File: src/rtl/slc3_pkg.sv
// Shared types for the SLC-3 board I/O responder: FSM state encoding,
// default I/O address and a helper that widens the switch bank to a bus word.
package slc3_pkg;

  typedef enum logic [1:0] {
    IDLE   = 2'd0,
    RD_ACK = 2'd1,
    WR_ACK = 2'd2,
    PAUSED = 2'd3
  } io_state_t;

  localparam logic [15:0] IO_ADDR_DEFAULT = 16'hFFFF;

  function automatic logic [15:0] sw_to_word(input logic [9:0] sw);
    return {6'b000000, sw};
  endfunction

endpackage

File: src/rtl/button_conditioner.sv
// Synchronizes and debounces one active-low push button and emits a one-cycle
// pulse on each accepted press. SYNC_STAGES must be at least 2.
module button_conditioner #(
  parameter int SYNC_STAGES  = 2,
  parameter int DEBOUNCE_CYC = 4
) (
  input  logic Clk,
  input  logic Reset,
  input  logic btn_n,
  output logic pulse,
  output logic stable
);

  localparam int CW = $clog2(DEBOUNCE_CYC + 1);
  localparam logic [CW-1:0] LAST = CW'(DEBOUNCE_CYC - 1);

  logic [SYNC_STAGES-1:0] sync;
  logic [CW-1:0]          count;
  logic                   stable_prev;
  logic                   sync_out;

  assign sync_out = sync[SYNC_STAGES-1];

  always_ff @(posedge Clk or posedge Reset) begin
    if (Reset) begin
      sync <= '1;
    end else begin
      sync <= {sync[SYNC_STAGES-2:0], btn_n};
    end
  end

  // Stable value flips only after DEBOUNCE_CYC consecutive disagreeing cycles.
  always_ff @(posedge Clk or posedge Reset) begin
    if (Reset) begin
      count  <= '0;
      stable <= 1'b1;
    end else if (sync_out != stable) begin
      if (count == LAST) begin
        count  <= '0;
        stable <= sync_out;
      end else begin
        count <= count + CW'(1);
      end
    end else begin
      count <= '0;
    end
  end

  always_ff @(posedge Clk or posedge Reset) begin
    if (Reset) begin
      stable_prev <= 1'b1;
      pulse       <= 1'b0;
    end else begin
      stable_prev <= stable;
      pulse       <= stable_prev & ~stable;
    end
  end

endmodule

File: src/rtl/slc3_io_responder.sv
// Board-side responder for the SLC-3: button conditioning, memory-mapped
// switch/hex I/O with one-cycle acknowledge, and the pause/continue handshake.
module slc3_io_responder
  import slc3_pkg::*;
#(
  parameter logic [15:0] IO_ADDR      = IO_ADDR_DEFAULT,
  parameter int          DEBOUNCE_CYC = 4,
  parameter int          SYNC_STAGES  = 2
) (
  input  logic        Clk,
  input  logic        Reset,
  input  logic        Run,
  input  logic        Continue,
  input  logic [9:0]  SW,
  input  logic [15:0] ADDR,
  input  logic        OE,
  input  logic        WE,
  input  logic [15:0] Data_from_CPU,
  output logic [15:0] Data_to_CPU,
  output logic        io_ack,
  input  logic        pause_req,
  input  logic [9:0]  pause_code,
  output logic        pause_ack,
  output logic        run_pulse,
  output logic [15:0] HEX_data,
  output logic [9:0]  LED
);

  io_state_t state, state_next;
  logic      cont_pulse;
  logic      hit, wr_go, rd_go;
  logic      we_armed, oe_armed;
  logic      load_hex, load_rd, load_led, clear_led, ack_next, pack_next;

  button_conditioner #(.SYNC_STAGES(SYNC_STAGES), .DEBOUNCE_CYC(DEBOUNCE_CYC)) u_run (
    .Clk(Clk), .Reset(Reset), .btn_n(Run), .pulse(run_pulse), .stable()
  );

  button_conditioner #(.SYNC_STAGES(SYNC_STAGES), .DEBOUNCE_CYC(DEBOUNCE_CYC)) u_cont (
    .Clk(Clk), .Reset(Reset), .btn_n(Continue), .pulse(cont_pulse), .stable()
  );

  // A strobe is armed while high; accepting an access disarms it until it rises again.
  assign hit   = (ADDR == IO_ADDR);
  assign wr_go = hit & ~WE & we_armed;
  assign rd_go = hit & ~OE & oe_armed;

  always_ff @(posedge Clk or posedge Reset) begin
    if (Reset) begin
      state <= IDLE;
    end else begin
      state <= state_next;
    end
  end

  always_comb begin
    state_next = state;
    load_hex   = 1'b0;
    load_rd    = 1'b0;
    load_led   = 1'b0;
    clear_led  = 1'b0;
    ack_next   = 1'b0;
    pack_next  = 1'b0;
    case (state)
      IDLE: begin
        if (wr_go) begin
          state_next = WR_ACK;
          load_hex   = 1'b1;
          ack_next   = 1'b1;
        end else if (rd_go) begin
          state_next = RD_ACK;
          load_rd    = 1'b1;
          ack_next   = 1'b1;
        end else if (pause_req) begin
          state_next = PAUSED;
          load_led   = 1'b1;
        end else begin
          state_next = IDLE;
        end
      end
      RD_ACK, WR_ACK: state_next = IDLE;
      PAUSED: begin
        // Run overrides Continue and never produces pause_ack.
        if (run_pulse) begin
          state_next = IDLE;
          clear_led  = 1'b1;
        end else if (cont_pulse) begin
          state_next = IDLE;
          clear_led  = 1'b1;
          pack_next  = 1'b1;
        end else begin
          state_next = PAUSED;
        end
      end
      default: state_next = IDLE;
    endcase
  end

  always_ff @(posedge Clk or posedge Reset) begin
    if (Reset) begin
      we_armed <= 1'b1;
      oe_armed <= 1'b1;
    end else begin
      if (WE) begin
        we_armed <= 1'b1;
      end else if (load_hex | load_rd) begin
        we_armed <= 1'b0;
      end else begin
        we_armed <= we_armed;
      end
      if (OE) begin
        oe_armed <= 1'b1;
      end else if (load_hex | load_rd) begin
        oe_armed <= 1'b0;
      end else begin
        oe_armed <= oe_armed;
      end
    end
  end

  always_ff @(posedge Clk or posedge Reset) begin
    if (Reset) begin
      HEX_data    <= 16'h0000;
      Data_to_CPU <= 16'h0000;
      LED         <= 10'h000;
      io_ack      <= 1'b0;
      pause_ack   <= 1'b0;
    end else begin
      io_ack    <= ack_next;
      pause_ack <= pack_next;
      if (load_hex) begin
        HEX_data <= Data_from_CPU;
      end
      if (load_rd) begin
        Data_to_CPU <= sw_to_word(SW);
      end
      if (load_led) begin
        LED <= pause_code;
      end else if (clear_led) begin
        LED <= 10'h000;
      end
    end
  end

endmodule

File: config.mk
export PLATFORM = sky130hd
export DESIGN_NAME = slc3_io_responder
export DESIGN_NICKNAME = d
export VERILOG_FILES = /design/src/rtl/slc3_pkg.sv /design/src/rtl/button_conditioner.sv /design/src/rtl/slc3_io_responder.sv
export SDC_FILE = /design/constraint.sdc
export NUM_CORES = 1
export LEC_CHECK = 0
export CAP_MARGIN = 0
export CORE_MARGIN = 2
export CORE_UTILIZATION = 25
export DETAILED_ROUTE_END_ITERATION = 8
export PLACE_DENSITY = 0.63
export SLEW_MARGIN = 10
export SYNTH_ARGS = -nofsm -noshare
export SYNTH_HDL_FRONTEND = slang
export SYNTH_SLANG_ARGS = --single-unit
export TNS_END_PERCENT = 10
File: constraint.sdc
create_clock -name Clk -period 4.11 [get_ports Clk]
set_clock_uncertainty 0.1 [all_clocks]
set_input_delay 0.411 -clock Clk [delete_from_list [all_inputs] [get_ports Clk]]
set_output_delay 0.411 -clock Clk [all_outputs]
set_load 0.05 [all_outputs]
=== Word-level counts from Yosys, hierarchy flattened ===
Cells that the tools add are included.

* Register bits after elaboration: 58
* Input port bits: 59
* Output and inout bits: 45

* $add $sub $neg: 2
* Equal/unequal tests: 8
* Muxes and demuxes: 31
* Bitwise gates (word level): 11
* Reduce and logical (&&, ||, !) cells: 7

{| class="wikitable"
|+ Operator list
! operator !! number
|-
| $mux W10 || 2
|-
| $mux W1 || 19
|-
| $eq A16 B16 Y1 const B || 1
|-
| $mux W3 || 4
|-
| $mux W2 || 5
|-
| $add A3 B1 Y3 const B || 2
|-
| $and A1 B1 Y1 || 6
|-
| $eq A3 B2 Y1 const B || 2
|-
| $pmux W2 S3 || 1
|-
| $reduce_bool A2 Y1 || 3
|-
| $eq A2 B2 Y1 const B || 2
|-
| $not A1 Y1 || 4
|-
| $reduce_and A2 Y1 || 2
|-
| $eq A2 B1 Y1 const B || 1
|-
| $logic_not A2 Y1 || 1
|-
| $ne A1 B1 Y1 || 2
|-
| $reduce_or A2 Y1 || 1
|-
| $or A1 B1 Y1 || 1
|}

=== Depth between registers and ports, before layout ===
* Word-level depth: 9
* Mapped depth: 5
* Mapped depth without buffers: 4

=== Hierarchy ===
A second synthesis with hierarchy kept.

* Cell total of the unflattened synthesis: 155
* Area, all modules: 2404.8 µm²

{| class="wikitable"
|+ By module, submodules not included
! module !! times used !! cells each !! area each (µm²) !! seq. area each (µm²)
|-
| slc3_io_responder || 1 || 121 || 1836.8 || 1053.5
|-
| button_conditioner || 2 || 17 || 284.0 || 205.2
|}

=== Worst setup path before layout ===
OpenSTA, ideal clock, no wires.

* Kind: input -> register
* Start: input port ADDR[7]
* End: register oe_armed
* Setup time: 0.077 ns
* Arrival time: 1.585 ns
* Path slack: 2.349 ns
* Cell stages on the path: 4
* Path buffers: 0
* Cell sequence: nand4_1 > or4_4 > or3_4 > a21o_1

* Cells in the longest elaborated chain, start to end: 8
* Elaborated cells between the ends (all ways): 12
* Classes of those cells: eq/ne: 1; mux: 5; bitwise: 5; reduce/logical: 1

{| class="wikitable"
|+ Ends and longest elaborated chain
! item !! line !! RTL
|-
| start, declared || slc3_io_responder.sv:15 || <nowiki>input logic [15:0] ADDR,</nowiki>
|-
| $eq A16 B16 Y1 * || slc3_io_responder.sv:44 || <nowiki>assign hit = (ADDR == IO_ADDR);</nowiki>
|-
| $and A1 B1 Y1 (2 in a row) || slc3_io_responder.sv:46 || <nowiki>assign rd_go = hit & ~OE & oe_armed;</nowiki>
|-
| $mux W1 || slc3_io_responder.sv:70 || <nowiki>end else if (rd_go) begin</nowiki>
|-
| $mux W1 || slc3_io_responder.sv:66 || <nowiki>if (wr_go) begin</nowiki>
|-
| $mux W1 || slc3_io_responder.sv:64 || <nowiki>case (state)</nowiki>
|-
| $or A1 B1 Y1 * || slc3_io_responder.sv:113 || <nowiki>end else if (load_hex | load_rd) begin</nowiki>
|-
| $reduce_bool A2 Y1 (no source line) * || n/a ||
|-
| end signal, assigned || slc3_io_responder.sv:116 || <nowiki>oe_armed <= oe_armed;</nowiki>
|-
| end, declared || slc3_io_responder.sv:32 || <nowiki>logic we_armed, oe_armed;</nowiki>
|}

Mark *: on every way between the ends. The rest lies on a longest branch, timed or not.
A chain may end at the register's enable or synchronous reset.

=== Worst setup path after layout ===
* Start: input port ADDR[9]
* End: register HEX_data[8]

* Cells in the longest elaborated chain, start to end: 5

{| class="wikitable"
|+ Ends and longest elaborated chain
! item !! line !! RTL
|-
| $eq A16 B16 Y1 || slc3_io_responder.sv:44 ||
|-
| $and A1 B1 Y1 (2 in a row) || slc3_io_responder.sv:45 || <nowiki>assign wr_go = hit & ~WE & we_armed;</nowiki>
|-
| $mux W1 || slc3_io_responder.sv:66 ||
|-
| $mux W1 || slc3_io_responder.sv:64 ||
|-
| end signal, assigned || slc3_io_responder.sv:132 || <nowiki>HEX_data <= Data_from_CPU;</nowiki>
|-
| end, declared || slc3_io_responder.sv:25 || <nowiki>output logic [15:0] HEX_data,</nowiki>
|}

No other way between the ends.

==> impl_metrics.env <==
export IMPL_outcome="finished, final reports clean"
export IMPL_antenna_found_initial=0
export IMPL_dieWidth_um=100.6
export IMPL_drive_gt1_frac=0.2199
export IMPL_finalWirelength_mm=5.176
export IMPL_fin_crit_sh=0.5081
export IMPL_synth_area_per_cell_um2=13.71
export IMPL_dp_hpwl_mm=3.880
export IMPL_core_area_um2=9153
export IMPL_firstDrtPassIters=4
export IMPL_crit_fanout=17
export IMPL_grt_busiest_layer="met2"
export IMPL_gr_total_overflow=0
export IMPL_clockBufferDepth=2
export IMPL_hold_violations=0
export IMPL_initial_core_util=0.2547
export IMPL_start_kind="input pin"
export IMPL_synth_xor_area_frac=0.007515
export IMPL_die_area_um2=10110
export IMPL_pre_cts_slack_ns=1.644
export IMPL_yosysSeqAreaShare=0.6280
export IMPL_n_antenna_cell=0
export IMPL_cts_sinks=58
export IMPL_cts_hold_buffers=0
export IMPL_synthFlopType="dfrtp_1"
export IMPL_fill_cells=899
export IMPL_route_detailed_drc=0
export IMPL_maxCapViolCount=0
export IMPL_worst_ep_arrival_time_ns=2.20
export IMPL_routed_via_density=4.191
export IMPL_path_class="in2reg"
export IMPL_endpoint_kind="register"
export IMPL_synth_simple_area_share=0.1047
export IMPL_dr_total_vias=1647
export IMPL_power_density_nw_per_um2=541.4
export IMPL_cts_resized=0
export IMPL_leakage_nw=1.723
export IMPL_clk_latency_ns=0.33
export IMPL_required_ns=4.22
export IMPL_cts_tree="built"
export IMPL_relSlewSlack=0.4506
export IMPL_rsz0062_at_grt="false"
export IMPL_grt_use_total=0.1081
export IMPL_met2_usage=0.1859
export IMPL_grt_max_degree=37
export IMPL_syn_instance_count=170
export IMPL_synth_edf_count=0
export IMPL_grt_use_met3=0.05270
export IMPL_min_path_type="reg2reg"
export IMPL_async_flop_share=1.000
export IMPL_power_mw=1.981
export IMPL_ir_drop_uv=210.7
export IMPL_clkTransAtPathRegs_ns=0.07
export IMPL_worst_pin_slew_ns=0.8204
export IMPL_tns_ns=0
export IMPL_io_pins=104
export IMPL_yosysUniqueCellTypes=30
export IMPL_drv_slew=0
export IMPL_pwr_share_clk=0.319
export IMPL_grt_pass1_wl_mm=8.280
export IMPL_postCtsSetupBuffers=0
export IMPL_yosys_register_bits=58
export IMPL_p_sw_uw=637.6
export IMPL_finalCriticalPeriod_ns=2.088
export IMPL_cts_max_level=3
export IMPL_max_freq_mhz=478.8
export IMPL_drt_iter0_markers=52
export IMPL_fp_row_count=35
export IMPL_swShare=0.3219
export IMPL_port_buffers=97
export IMPL_syn_to_final_growth_pct=56.95
export IMPL_yosys_warnings=0
export IMPL_use_met1=0.1116
export IMPL_globalplace_congestion=0.6738
export IMPL_cts_buffers=9
export IMPL_pwr_share_seq=0.385
export IMPL_detail_route_antenna_nets=0
export IMPL_layout_commonest_cell="clkdlybuf4s50_1"
export IMPL_synth_area_um2=2331
export IMPL_setup_viol=0
export IMPL_synth_top_family_by_area="multiplexers"
export IMPL_die_h_um=100.6
export IMPL_fin_nets=338
export IMPL_final_cell_mix="97 x clkdlybuf4s50_1, 48 x dfrtp_1, 28 x mux2_2"
export IMPL_p_int_mw=1.343
export IMPL_cts_root_buf="clkbuf_8"
export IMPL_grt_pass1_vias=1730
export IMPL_fin_ws_ns=2.022
export IMPL_wl_per_cell_um=13.17
export IMPL_synthAdderAreaFrac=0.01074
export IMPL_pwr_share_comb=0.296
export IMPL_synthMuxAreaShare=0.1782
export IMPL_synth_compound_area_share=0.02254
cell usage after synthesis (2+ instances only):
cell,instances,area (um2)
dfrtp_1,48,1201
mux2_2,28,315.3
inv_1,12,45.04
nand2_1,11,41.29
dfstp_2,10,262.8
mux2i_1,10,100.1
buf_4,7,52.55
nor2b_1,6,37.54
nand4_1,4,25.02
nor3b_1,4,30.03
nor2_1,3,11.26
nor3_1,3,15.01
o21ai_0,3,15.01
a21o_1,2,15.01
ha_1,2,25.02
nand2b_1,2,12.51
xnor2_1,2,17.52
power groups by stage:
| stage | Combinational [mW] | Clock, mW | Sequential (mW) |
|---|---|---|---|
| final | 0.587 | 0.632 | 0.762 |
| after global routing | 0.636 | 0.676 | 0.777 |
| after CTS | 0.597 | 0.659 | 0.764 |
| after detailed placement | 0.596 | 0 | 0.775 |
| after global placement | 0.585 | 0 | 0.769 |
| after floorplan | 0.189 | 0 | 0.961 |
stage by stage:
step | cell area [um2] | std cells | utilization | hold WS, ns
2_1_floorplan | 2350 | 175 | - | 0.2452
3_3_place_gp | 3411 | 377 | 0.3727 | 0.2463
3_5_place_dp | 3411 | 377 | 0.3727 | 0.2468
4_1_cts | 3659 | 393 | 0.3997 | 0.2569
5_1_grt | 3659 | 393 | 0.3997 | 0.2629
6_report | 3659 | 393 | 0.3997 | 0.2560
worst paths after layout:
path | startpoint | end | slack [ns] | cells past startpoint
worst max-delay path | ADDR[9] | HEX_data[8] | 2.02 | 5
worst min-delay path | u_cont.sync[0] | u_cont.sync[1] | 0.26 | 0
worst max register to register | state[1] | HEX_data[8] | 2.25 | 3
worst min register to register | u_cont.sync[0] | u_cont.sync[1] | 0.26 | 0
max in group asynchronous | Reset | LED[8] | 2.69 | 3
min in group asynchronous | Reset | Data_to_CPU[4] | 0.42 | 2
state kept, by name (all words and copies together), names as in the netlist, 2 cells and up:
register / count
u_run.count: 3
u_cont.sync: 2
LED: 10
u_cont.count: 3
state: 2
HEX_data: 16
u_run.sync: 2
Data_to_CPU: 10
cell type report:
class / instances / area, um2 / share of cell area
multi-input cells: 97 / 777.0 / 0.2124
clock inverters: 3 / 68.82 / 0.01881
repair buffers: 99 / 985.9 / 0.2695
flip-flops and latches: 58 / 1464 / 0.4001
well taps: 111 / 138.9 / 0.03796
clock buffers: 13 / 178.9 / 0.04891
inverters: 12 / 45.04 / 0.01231
cells by family after synthesis:
kind of cell	Yosys count
flops	58
simple gates	41
mux	38
buf+inv	20
compound gates	8
fa+ha+maj	2
xor+xnor	2
other cells	1
per-layer routing:
metal / vias to the layer above / share of wire
met5: - / 0
met4: 0 / 0.013
met3: 9 / 0.080
met2: 61 / 0.52
met1: 801 / 0.38
li1: 776 / -
worst max-delay path: stages:
cell	delay, ns
clkdlybuf4s50_1	0.48
nand4_1	0.12
nor3_1	0.33
nand3_2	0.44
mux2_2	0.41
(Power assumes the default switching activity.)
